$ cat config.mk
export PLATFORM = sky130hd
export DESIGN_NAME = sram_sample_reader
export DESIGN_NICKNAME = d
export VERILOG_FILES = /design/src/rtl/audio_sram_pkg.sv /design/src/rtl/sram_addr_gen.sv /design/src/rtl/sram_sample_reader.sv
export SDC_FILE = /design/constraint.sdc
export NUM_CORES = 1
export LEC_CHECK = 0
export CORE_MARGIN = 5
export CORE_UTILIZATION = 30
export CTS_CLUSTER_SIZE = 12
export DETAILED_ROUTE_END_ITERATION = 8
export GPL_ROUTABILITY_DRIVEN = 0
export PLACE_DENSITY_LB_ADDON = 0.08
export SLEW_MARGIN = 0
export SYNTH_ARGS = -nofsm -noshare
export SYNTH_HDL_FRONTEND = slang
export SYNTH_HIERARCHICAL = 1
export SYNTH_SLANG_ARGS = --single-unit
$ cat constraint.sdc
create_clock -name CLOCK_50 -period 9.02 [get_ports CLOCK_50]
set_input_delay 1.353 -clock CLOCK_50 [delete_from_list [all_inputs] [get_ports CLOCK_50]]
set_output_delay 1.353 -clock CLOCK_50 [all_outputs]
set_load 0.02 [all_outputs]
$ cat src/rtl/audio_sram_pkg.sv
// audio_sram_pkg: widths, read-latency default and FSM state type shared by the
// SRAM audio record/playback paths. Rev 1.0
`default_nettype none

package audio_sram_pkg;

    localparam int unsigned c_ADDR_W  = 18;
    localparam int unsigned c_DATA_W  = 16;
    localparam int unsigned c_RD_WAIT = 2;

    typedef enum logic [1:0] {
        IDLE    = 2'd0,
        SETUP   = 2'd1,
        PRESENT = 2'd2
    } rd_state_t;

endpackage

`default_nettype wire

$ cat src/rtl/sram_addr_gen.sv
// sram_addr_gen: playback address counter over an inclusive [base, end] window
// with natural modulo-2^ADDR_W increment and optional wrap to base. Rev 1.0
`default_nettype none

module sram_addr_gen
    import audio_sram_pkg::*;
#(
    parameter int ADDR_W = c_ADDR_W
) (
    input  logic              CLOCK_50,
    input  logic              rst,
    input  logic              i_load,
    input  logic [ADDR_W-1:0] i_base,
    input  logic [ADDR_W-1:0] i_end,
    input  logic              i_step,
    input  logic              i_loop_en,
    output logic [ADDR_W-1:0] o_addr,
    output logic              o_at_end,
    output logic              o_next_is_wrap
);

    logic [ADDR_W-1:0] r_addr;
    logic [ADDR_W-1:0] r_base;
    logic [ADDR_W-1:0] r_end;
    logic              w_at_end;

    // Equality-only termination lets a window cross the top of memory.
    assign w_at_end = (r_addr == r_end);

    always_ff @(posedge CLOCK_50 or negedge rst) begin
        if (!rst) begin
            r_addr <= '0;
            r_base <= '0;
            r_end  <= '0;
        end else if (i_load) begin
            r_addr <= i_base;
            r_base <= i_base;
            r_end  <= i_end;
        end else if (i_step) begin
            if (!w_at_end) begin
                r_addr <= r_addr + 1'b1;
            end else if (i_loop_en) begin
                r_addr <= r_base;
            end
        end
    end

    assign o_addr         = r_addr;
    assign o_at_end       = w_at_end;
    assign o_next_is_wrap = w_at_end & i_loop_en;

endmodule

`default_nettype wire

$ cat src/rtl/sram_sample_reader.sv
// sram_sample_reader: streams samples from async SRAM over [base_addr, end_addr]
// onto a valid/ready stream with a fixed RD_WAIT-cycle read per sample. Rev 1.0
`default_nettype none

module sram_sample_reader
    import audio_sram_pkg::*;
#(
    parameter int RD_WAIT = c_RD_WAIT,
    parameter int ADDR_W  = c_ADDR_W,
    parameter int DATA_W  = c_DATA_W
) (
    input  logic              CLOCK_50,
    input  logic              rst,
    input  logic              start,
    input  logic              stop,
    input  logic              loop_en,
    input  logic [ADDR_W-1:0] base_addr,
    input  logic [ADDR_W-1:0] end_addr,
    output logic [DATA_W-1:0] s_data,
    output logic              s_valid,
    input  logic              s_ready,
    output logic              busy,
    output logic              done,
    output logic [ADDR_W-1:0] SRAM_ADDR,
    inout  wire  [DATA_W-1:0] SRAM_DQ,
    output logic              SRAM_WE_N,
    output logic              SRAM_OE_N,
    output logic              SRAM_CE_N,
    output logic              SRAM_UB_N,
    output logic              SRAM_LB_N
);

    localparam int              CNT_W      = (RD_WAIT > 1) ? $clog2(RD_WAIT) : 1;
    localparam logic [CNT_W-1:0] c_CNT_LAST = CNT_W'(RD_WAIT - 1);

    rd_state_t         r_state;
    rd_state_t         w_next_state;
    logic [CNT_W-1:0]  r_cnt;
    logic [DATA_W-1:0] r_data;
    logic              r_valid;
    logic              r_done;
    logic              r_oe_n;

    logic              w_load;
    logic              w_step;
    logic              w_capture;
    logic              w_cnt_inc;
    logic              w_valid_clr;
    logic              w_done_set;
    logic              w_xfer;
    logic [ADDR_W-1:0] w_addr;
    logic              w_at_end;
    logic              w_next_is_wrap;

    sram_addr_gen #(
        .ADDR_W (ADDR_W)
    ) u_addr_gen (
        .CLOCK_50       (CLOCK_50),
        .rst            (rst),
        .i_load         (w_load),
        .i_base         (base_addr),
        .i_end          (end_addr),
        .i_step         (w_step),
        .i_loop_en      (loop_en),
        .o_addr         (w_addr),
        .o_at_end       (w_at_end),
        .o_next_is_wrap (w_next_is_wrap)
    );

    assign w_xfer = r_valid & s_ready;

    always_ff @(posedge CLOCK_50 or negedge rst) begin
        if (!rst) begin
            r_state <= IDLE;
        end else begin
            r_state <= w_next_state;
        end
    end

    always_comb begin
        w_next_state = r_state;
        w_load       = 1'b0;
        w_step       = 1'b0;
        w_capture    = 1'b0;
        w_cnt_inc    = 1'b0;
        w_valid_clr  = 1'b0;
        w_done_set   = 1'b0;
        case (r_state)
            IDLE: begin
                if (start && !stop) begin
                    w_load       = 1'b1;
                    w_next_state = SETUP;
                end
            end
            SETUP: begin
                if (stop) begin
                    w_next_state = IDLE;
                end else if (r_cnt == c_CNT_LAST) begin
                    w_capture    = 1'b1;
                    w_next_state = PRESENT;
                end else begin
                    w_cnt_inc = 1'b1;
                end
            end
            PRESENT: begin
                // A transfer coinciding with stop is consumed; the address is
                // left alone so no further read is started.
                if (stop) begin
                    w_valid_clr  = 1'b1;
                    w_next_state = IDLE;
                end else if (w_xfer) begin
                    w_valid_clr = 1'b1;
                    if (!w_at_end || w_next_is_wrap) begin
                        w_step       = 1'b1;
                        w_next_state = SETUP;
                    end else begin
                        w_done_set   = 1'b1;
                        w_next_state = IDLE;
                    end
                end
            end
            default: begin
                w_valid_clr  = 1'b1;
                w_next_state = IDLE;
            end
        endcase
    end

    always_ff @(posedge CLOCK_50 or negedge rst) begin
        if (!rst) begin
            r_cnt   <= '0;
            r_data  <= '0;
            r_valid <= 1'b0;
            r_done  <= 1'b0;
            r_oe_n  <= 1'b1;
        end else begin
            r_cnt  <= w_cnt_inc ? r_cnt + 1'b1 : '0;
            r_done <= w_done_set;
            // OE_N tracks the state being entered, so it falls with the address load.
            r_oe_n <= (w_next_state != SETUP);
            if (w_capture) begin
                r_data  <= SRAM_DQ;
                r_valid <= 1'b1;
            end else if (w_valid_clr) begin
                r_valid <= 1'b0;
            end
        end
    end

    assign s_data    = r_data;
    assign s_valid   = r_valid;
    assign busy      = (r_state != IDLE);
    assign done      = r_done;
    assign SRAM_ADDR = w_addr;
    assign SRAM_DQ   = {DATA_W{1'bz}};
    assign SRAM_OE_N = r_oe_n;
    assign SRAM_WE_N = 1'b1;
    assign SRAM_CE_N = 1'b0;
    assign SRAM_UB_N = 1'b0;
    assign SRAM_LB_N = 1'b0;

endmodule

`default_nettype wire
==> PnR_summary.wiki, run 1 <==
{| class="wikitable"
! Metric !! Value
|-
| Max H-tree Level || 3
|-
| Drt drc || 0
|-
| Combinational family with the most area after synthesis || simple AND/OR/NAND/NOR gates
|-
| Distinct cells, synth || 52
|-
| Number of antenna violations at the first check in global routing || 0
|-
| Leading cell type by number of instances after synthesis || sky130_fd_sc_hd__dfrtp_1
|-
| DRT antenna net count || 0
|-
| Final Hold Vio Count || 0
|-
| Unrepaired setup endpoints after global routing || no
|-
| Cell area after synthesis || between 3000 and 4000 um2
|-
| Hold-fix buffers, CTS || 0
|-
| Placeable core region || approximately 11000 um2
|-
| Effective utilization at floorplan || 30.7%
|-
| Outcome || completed
|-
| Core Rows || 39
|-
| Max-slew headroom at the worst pin || a little over a third
|-
| Multi-input logic area || roughly 1600 um2
|-
| Number of buffers inserted during clock tree synthesis || 9
|-
| Total Nets Final || between 400 and 500
|-
| Crit path max-delay cell type || sky130_fd_sc_hd__o32a_1
|-
| Clock tree from TritonCTS || yes
|-
| Transition time at the pin with the least slew margin || around 0.95 ns
|-
| Mapped Cells || around 360
|-
| Largest driver fanout on the critical path || between 70 and 80
|-
| Critical path's top delay family || buffers and inverters
|-
| Cells after DPL || about 540
|-
| Top-level port count || 100
|-
| Final Non-Filler Cells || ~560
|-
| Largest voltage drop on the vdd net || 0.116 mV
|-
| Syn-to-layout area delta || 28.6%
|-
| Fraction of the mapped netlist area in compound gates || between 10% and 20%
|-
| Overall global routing resource usage || between 10% and 20%
|-
| Count of warnings emitted by yosys || 6
|-
| Resized cells post-CTS || 0
|-
| Maximum single-stage delay on the critical path || just over 0.6 ns
|-
| Arrival time at the worst endpoint || 4.64 ns
|-
| Horizontal extent of the die || ~120 um
|-
| Total wire length after detailed routing || 8930 um
|-
| Cell type contributing the most total cell area after synthesis || sky130_fd_sc_hd__dfrtp_1
|-
| Detailed Place HPWL || between 6000 and 7000 um
|-
| Crit-path cells || clkdlybuf4s50_1, nor3b_4, buf_4, inv_1, nand2_1, o32a_1, o21ai_0, a221o_1
|-
| Area share of the largest cell type after synthesis || ~43%
|-
| Static leakage || 1.82 nW
|-
| Proportion of synthesized chip area in sequential cells || approximately 43%
|-
| Simple logic cell fraction of the synthesized area || 15.3%
|-
| Number of I/O port buffers || 79
|-
| Fin crit period || between 4 and 5 ns
|-
| Total area of sequential cells || approximately 1500 um2
|-
| Main area contributors after synthesis || sky130_fd_sc_hd__dfrtp_1, sky130_fd_sc_hd__buf_4, sky130_fd_sc_hd__mux2_2, sky130_fd_sc_hd__xor2_1, sky130_fd_sc_hd__nand2_1
|-
| Clock insertion delay at the later pin of the skew report || 0.32 ns
|-
| CP endpoint kind || flip-flop
|-
| Count of filler cells inserted in the layout || about 1200
|-
| Xor/xnor share of the synthesized area || under 10%
|-
| Nature of the critical path startpoint || input pin
|-
| Setup tns final || 0 ns
|-
| N_diodes || 0
|-
| Drt initial violations || 113
|-
| Required time reported for the critical path endpoint || between 9 and 10 ns
|-
| Sink count of the clock tree || just over 60
|-
| Cell chosen for the clock root || sky130_fd_sc_hd__clkbuf_16
|-
| Number of synthesized flops with an enable pin || 0
|-
| Die footprint || ~14000 um2
|-
| Register clock-pin slew on the reported worst setup and hold paths || 0.05 ns
|-
| DRT Pass-1 Iters || 4
|-
| Fin Hold WS || around 0.46 ns
|-
| Synth Flop Type || sky130_fd_sc_hd__dfrtp_1
|-
| Most instantiated cells after synthesis || sky130_fd_sc_hd__dfrtp_1, sky130_fd_sc_hd__buf_4, sky130_fd_sc_hd__nand2_1
|-
| Overall overflow remaining after global route || 0
|-
| Multiplexer fraction of the synthesized cell area || slightly below 8%
|-
| Worst Path Buf+Inv || 3
|-
| Die Y || about 120 um
|-
| Total of flip-flops plus latches after synthesis || 61
|-
| Share of final-layout standard cells stronger than drive strength 1 || 13.0%
|-
| Wire length of the first global-routing pass || about 15000 um
|-
| Via count of the first global-routing pass || between 2000 and 3000
|-
| Detailed-route wire length per cell || approximately 16 um
|-
| Final clock period utilization by the worst path || between 40% and 50%
|-
| Post-CTS Repair Setup Buffers || 0
|-
| Share of flip-flops with an asynchronous set or reset || 100%
|-
| Detailed-route vias per instance || 4.72
|-
| F_max || 225 MHz
|-
| Maximum clock path buffer count || 2
|-
| Areal power density over the cells || between 200 and 300 nW/um2
|-
| Mean Syn Cell Area || ~9.8 um2
|-
| Adder-Cell Fraction of Synth Area || less than 1%
|-
| Pin count of the biggest net entering global routing || between 70 and 80
|-
| Final Setup Violations || 0
|-
| Final Skew || 0.00638 ns
|-
| Setup CP Type || input pin to flip-flop
|-
| Worst Hold Class || flip-flop to flip-flop
|-
| Number of max-capacitance violations reported || 0
|-
| Slew Viols, Final || 0
|-
| Via count || between 2000 and 3000
|}
[sequential cells by signal (all words and copies together), names as in the netlist]
name / cells
u_addr_gen/o_addr: 18
u_addr_gen/r_base: 18
u_addr_gen/r_end: 18
r_state: 2
SRAM_OE_N: 1
done: 1
r_cnt: 1
s_data: 1
s_valid: 1
[layer usage]
metal  vias to the layer above  routed length (um)  part of all wire (%)  global-route usage [%]
li1                       1293                   -                     -                       -
met1                      1265                4470                    50                    18.4
met2                        69                3940                    44                    19.1
met4                         0                  92                   1.0                    4.04
met3                         9                 430                   4.8                    3.72
met5                         -                   0                     0                       0
[worst reg2reg max path: cells and delay by family, from the launching register on]
kind,cells,cell delay (ns)
AOI/OAI and AO/OA,3,1.24
xor gates and xnor gates,1,0.19
DFF,1,0.46
and+or+nand+nor,6,2.23
[layout by cell type, fill, tap and decap left out, types with 3 or more instances in the layout]
cell type / count
sky130_fd_sc_hd__mux2_2: 21
sky130_fd_sc_hd__o21ai_0: 19
sky130_fd_sc_hd__a21oi_1: 5
sky130_fd_sc_hd__clkdlybuf4s50_1: 78
sky130_fd_sc_hd__clkbuf_16: 9
sky130_fd_sc_hd__dfrtp_1: 60
sky130_fd_sc_hd__nand2_1: 34
sky130_fd_sc_hd__bufinv_16: 3
sky130_fd_sc_hd__nand3_1: 11
sky130_fd_sc_hd__a31oi_1: 13
sky130_fd_sc_hd__conb_1: 20
sky130_fd_sc_hd__xnor2_1: 10
sky130_fd_sc_hd__nand2b_1: 4
sky130_fd_sc_hd__inv_1: 17
sky130_fd_sc_hd__or3_1: 3
sky130_fd_sc_hd__nor2_1: 17
sky130_fd_sc_hd__o311ai_0: 3
sky130_fd_sc_hd__nand4_1: 4
sky130_fd_sc_hd__nor4_1: 10
sky130_fd_sc_hd__mux2i_1: 4
sky130_fd_sc_hd__nor3_1: 6
sky130_fd_sc_hd__xor2_1: 21
[final cells by class]
cell class	count	share of cell area, %
repair buffers	81	17.7
inverters	18	1.49
multi-input cells	240	35.7
well taps	143	3.94
flip-flops and latches	61	33.7
clock buffers	12	5.43
clock inverters	4	2.10
[kinds of logic after synthesis]
group | Yosys count
xor gates and xnor gates | 31
DFF | 61
adders and majority gates | 1
and+or+nand+nor | 103
muxes | 25
other | 2
AOI/OAI and AO/OA | 60
buffers and inverters | 75
[final timing paths]
kind / startpoint / cells past startpoint / slack [ns] / end
max reg2reg: u_addr_gen/o_addr[1] / 10 / 4.78 / u_addr_gen/o_addr[0]
min reg2reg: r_cnt / 1 / 0.46 / r_cnt
max: stop / 8 / 4.58 / u_addr_gen/o_addr[0]
max in group asynchronous: rst / 2 / 7.30 / u_addr_gen/r_end[1]
min in group asynchronous: rst / 2 / 1.20 / s_valid
min: r_cnt / 1 / 0.46 / r_cnt
[stage by stage]
stage	utilization, %	total power [mW]	cell area [um2]	setup WS (ns)
after floorplan	-	0.673	3590	5.83
after global placement	36.6	0.817	4190	4.27
after detailed placement	36.6	0.819	4190	4.23
after CTS	39.6	1.22	4540	4.56
after global routing	39.6	1.28	4540	4.27
final	39.6	1.21	4540	4.58
[power breakdown]
part | total, mW | internal (mW) | switching (mW)
registers | 0.451 | 0.348 | 0.103
clock network | 0.395 | 0.277 | 0.118
logic | 0.359 | 0.181 | 0.178
total | 1.21 | 0.806 | 0.399
(Power assumes the default switching activity.)
==> run 2: changes to the inputs <==
==> constraint.sdc (replaced) <==
create_clock -name CLOCK_50 -period 3.84 [get_ports CLOCK_50]
set_input_delay 0.576 -clock CLOCK_50 [delete_from_list [all_inputs] [get_ports CLOCK_50]]
set_output_delay 0.576 -clock CLOCK_50 [all_outputs]
set_load 0.02 [all_outputs]
==> run 2 against run 1 <==
Global-route usage increased by 1.0 points. Final cell count rose by 1.8%. Count of clock-buffer cells in the layout did not move. Via count rose by 2.8%. Clock power up 120%. Highest routed layer unchanged. Critical path depth is 1 higher. Sequential share of layout area is 0.50 points lower. Setup slack worse by 4.1 ns. Flip-flop and latch count unchanged. Sequential power up 130%.
==> PnR_summary.wiki, run 2 (synthesized netlist as in run 1, its figures left out) <==
{| class="wikitable"
! Metric !! Value
|-
| CP endpoint kind || flip-flop
|-
| Final clock period utilization by the worst path || 87.0%
|-
| Largest voltage drop on the vdd net || about 0.25 mV
|-
| Number of I/O port buffers || 79
|-
| Horizontal extent of the die || approximately 120 um
|-
| Max-slew headroom at the worst pin || a little under a third
|-
| Areal power density over the cells || about 600 nW/um2
|-
| Nature of the critical path startpoint || flip-flop
|-
| Largest driver fanout on the critical path || 21
|-
| Die footprint || ~14000 um2
|-
| Post-placement cell area || about 4300 um2
|-
| Fin crit period || about 3.3 ns
|-
| Overall overflow remaining after global route || 0
|-
| Register clock-pin slew on the reported worst setup and hold paths || approximately 0.050 ns
|-
| Arrival time at the worst endpoint || between 3 and 4 ns
|-
| Setup tns final || 0 ns
|-
| Count of filler cells inserted in the layout || ~1100
|-
| Number of max-capacitance violations reported || 0
|-
| Sink count of the clock tree || 61
|-
| N_diodes || 0
|-
| Core Rows || 39
|-
| Maximum clock path buffer count || 2
|-
| DRT antenna net count || 0
|-
| Finished Cell Area || around 4600 um2
|-
| Multi-input logic area || approximately 1600 um2
|-
| Power Internal || roughly 1.9 mW
|-
| Die Y || between 100 and 150 um
|-
| Overall global routing resource usage || between 10% and 20%
|-
| Placeable core region || 11500 um2
|-
| Unrepaired setup endpoints after global routing || no
|-
| Required time reported for the critical path endpoint || around 4.0 ns
|-
| Clock tree from TritonCTS || yes
|-
| Final Hold Vio Count || 0
|-
| Share of power burned in registers || a little over a third
|-
| Total area of sequential cells || about 1500 um2
|-
| Wire length of the first global-routing pass || about 16000 um
|-
| Number of buffers inserted during clock tree synthesis || 9
|-
| Drt drc || 0
|-
| Reported net switching power || between 0.9 and 1 mW
|-
| Total wire length after detailed routing || around 9700 um
|-
| Detailed-route wire length per cell || 17.0 um
|-
| Effective utilization at floorplan || a little under a third
|-
| Max H-tree Level || 3
|-
| Resized cells post-CTS || 0
|-
| Detailed-route vias per instance || between 4 and 5
|-
| Outcome || completed
|-
| Total Nets Final || about 460
|-
| Finished Core Util || 40.2%
|-
| Pin count of the biggest net entering global routing || 38
|-
| Final Setup Violations || 0
|-
| Clock share of power || 31.3%
|-
| Static leakage || around 1.9 nW
|-
| Slew Viols, Final || 0
|-
| F_max || 299 MHz
|-
| Detailed Place HPWL || just over 7000 um
|-
| Fraction of power spent switching nets || between 30% and 40%
|-
| Number of antenna violations at the first check in global routing || 0
|-
| Final Skew || 0.00578 ns
|-
| Via count of the first global-routing pass || between 2000 and 3000
|-
| Worst Hold Class || input pin to async pin
|-
| Share of final-layout standard cells stronger than drive strength 1 || 15.3%
|-
| Drt initial violations || between 100 and 150
|-
| Setup CP Type || flip-flop to flip-flop
|-
| Share of power burned in combinational logic || ~33%
|-
| Top-level port count || 100
|-
| Cell chosen for the clock root || sky130_fd_sc_hd__clkbuf_16
|-
| Clock insertion delay at the later pin of the skew report || 0.32 ns
|-
| Syn-to-layout area delta || 30.6%
|-
| Transition time at the pin with the least slew margin || roughly 1.0 ns
|-
| Commonest non-fill, non-tap cell in the layout || sky130_fd_sc_hd__clkdlybuf4s50_1
|-
| Leading cell types in the layout, fill and taps excluded || sky130_fd_sc_hd__clkdlybuf4s50_1, sky130_fd_sc_hd__dfrtp_1, sky130_fd_sc_hd__nand2_1
|-
| DRT Pass-1 Iters || 4
|-
| Hold-fix buffers, CTS || 0
|-
| Post-CTS Repair Setup Buffers || 0
|-
| Via count || between 2000 and 3000
|}
-- run 2: cell types whose count changed in the layout (fill, tap and decap cells not counted) --
cell,before,now
sky130_fd_sc_hd__clkbuf_8,1,2
sky130_fd_sc_hd__clkbuf_1,2,1
sky130_fd_sc_hd__nor4b_4,0,1
sky130_fd_sc_hd__buf_4,2,12
sky130_fd_sc_hd__bufinv_16,3,2
sky130_fd_sc_hd__nor4b_2,2,1
sky130_fd_sc_hd__clkinv_2,1,2
-- run 2: layer usage --
layer  track usage (%)  part of all wire, %  up-vias
li1                  -                    -     1320
met1              19.9                   49     1290
met2              20.4                   43       85
met3              3.53                  5.5       16
met4              5.32                  2.1        0
met5                 0                    0        -
-- run 2: cell type report --
cell class	instances	area share (%)
clock buffer	12	5.57
timing repair buffer	91	19.0
sequential	61	33.2
inverter	18	1.47
multi-input combinational	240	35.4
clock inverter	4	1.52
tap	143	3.89
-- run 2: power by group through the flow --
| stage | clock network [mW] | registers [mW] | logic [mW] |
|---|---|---|---|
| after floorplan | 0 | 1.06 | 0.523 |
| after global placement | 0 | 1.03 | 0.935 |
| after detailed placement | 0 | 1.03 | 0.933 |
| after CTS | 0.909 | 1.02 | 0.940 |
| after global routing | 0.939 | 1.05 | 1.01 |
| final | 0.885 | 1.02 | 0.924 |
-- run 2: through the flow --
step,instances,power (mW),hold WS (ns),worst slack [ns]
2_1_floorplan,376,1.58,0.280,0.648
3_3_place_gp,553,1.97,0.460,0.322
3_5_place_dp,553,1.97,0.460,0.250
4_1_cts,569,2.87,0.180,0.228
5_1_grt,569,3.01,0.183,0.207
6_report,569,2.83,0.180,0.500
-- run 2: final timing paths --
check	endpoint	start	cells after the start	slack (ns)
min reg2reg	r_cnt	r_cnt	1	0.46
max reg2reg	u_addr_gen/o_addr[1]	u_addr_gen/o_addr[14]	9	0.50
min	u_addr_gen/o_addr[9]	rst	1	0.18
max	u_addr_gen/o_addr[1]	u_addr_gen/o_addr[14]	9	0.50
max in group asynchronous	SRAM_OE_N	rst	2	2.93
min in group CLOCK_50	r_cnt	r_cnt	1	0.46
-- run 2: worst max-delay path: stages (launching register included) --
cell and delay, ns:
sky130_fd_sc_hd__dfrtp_1 0.49, sky130_fd_sc_hd__xor2_1 0.20, sky130_fd_sc_hd__nor4_2 0.41, sky130_fd_sc_hd__nand3_2 0.13, sky130_fd_sc_hd__or2_4 0.37, sky130_fd_sc_hd__nor2_1 0.12, sky130_fd_sc_hd__nand2b_1 0.14, sky130_fd_sc_hd__nor4b_4 0.38
sky130_fd_sc_hd__o32ai_2 0.35, sky130_fd_sc_hd__o311ai_0 0.58
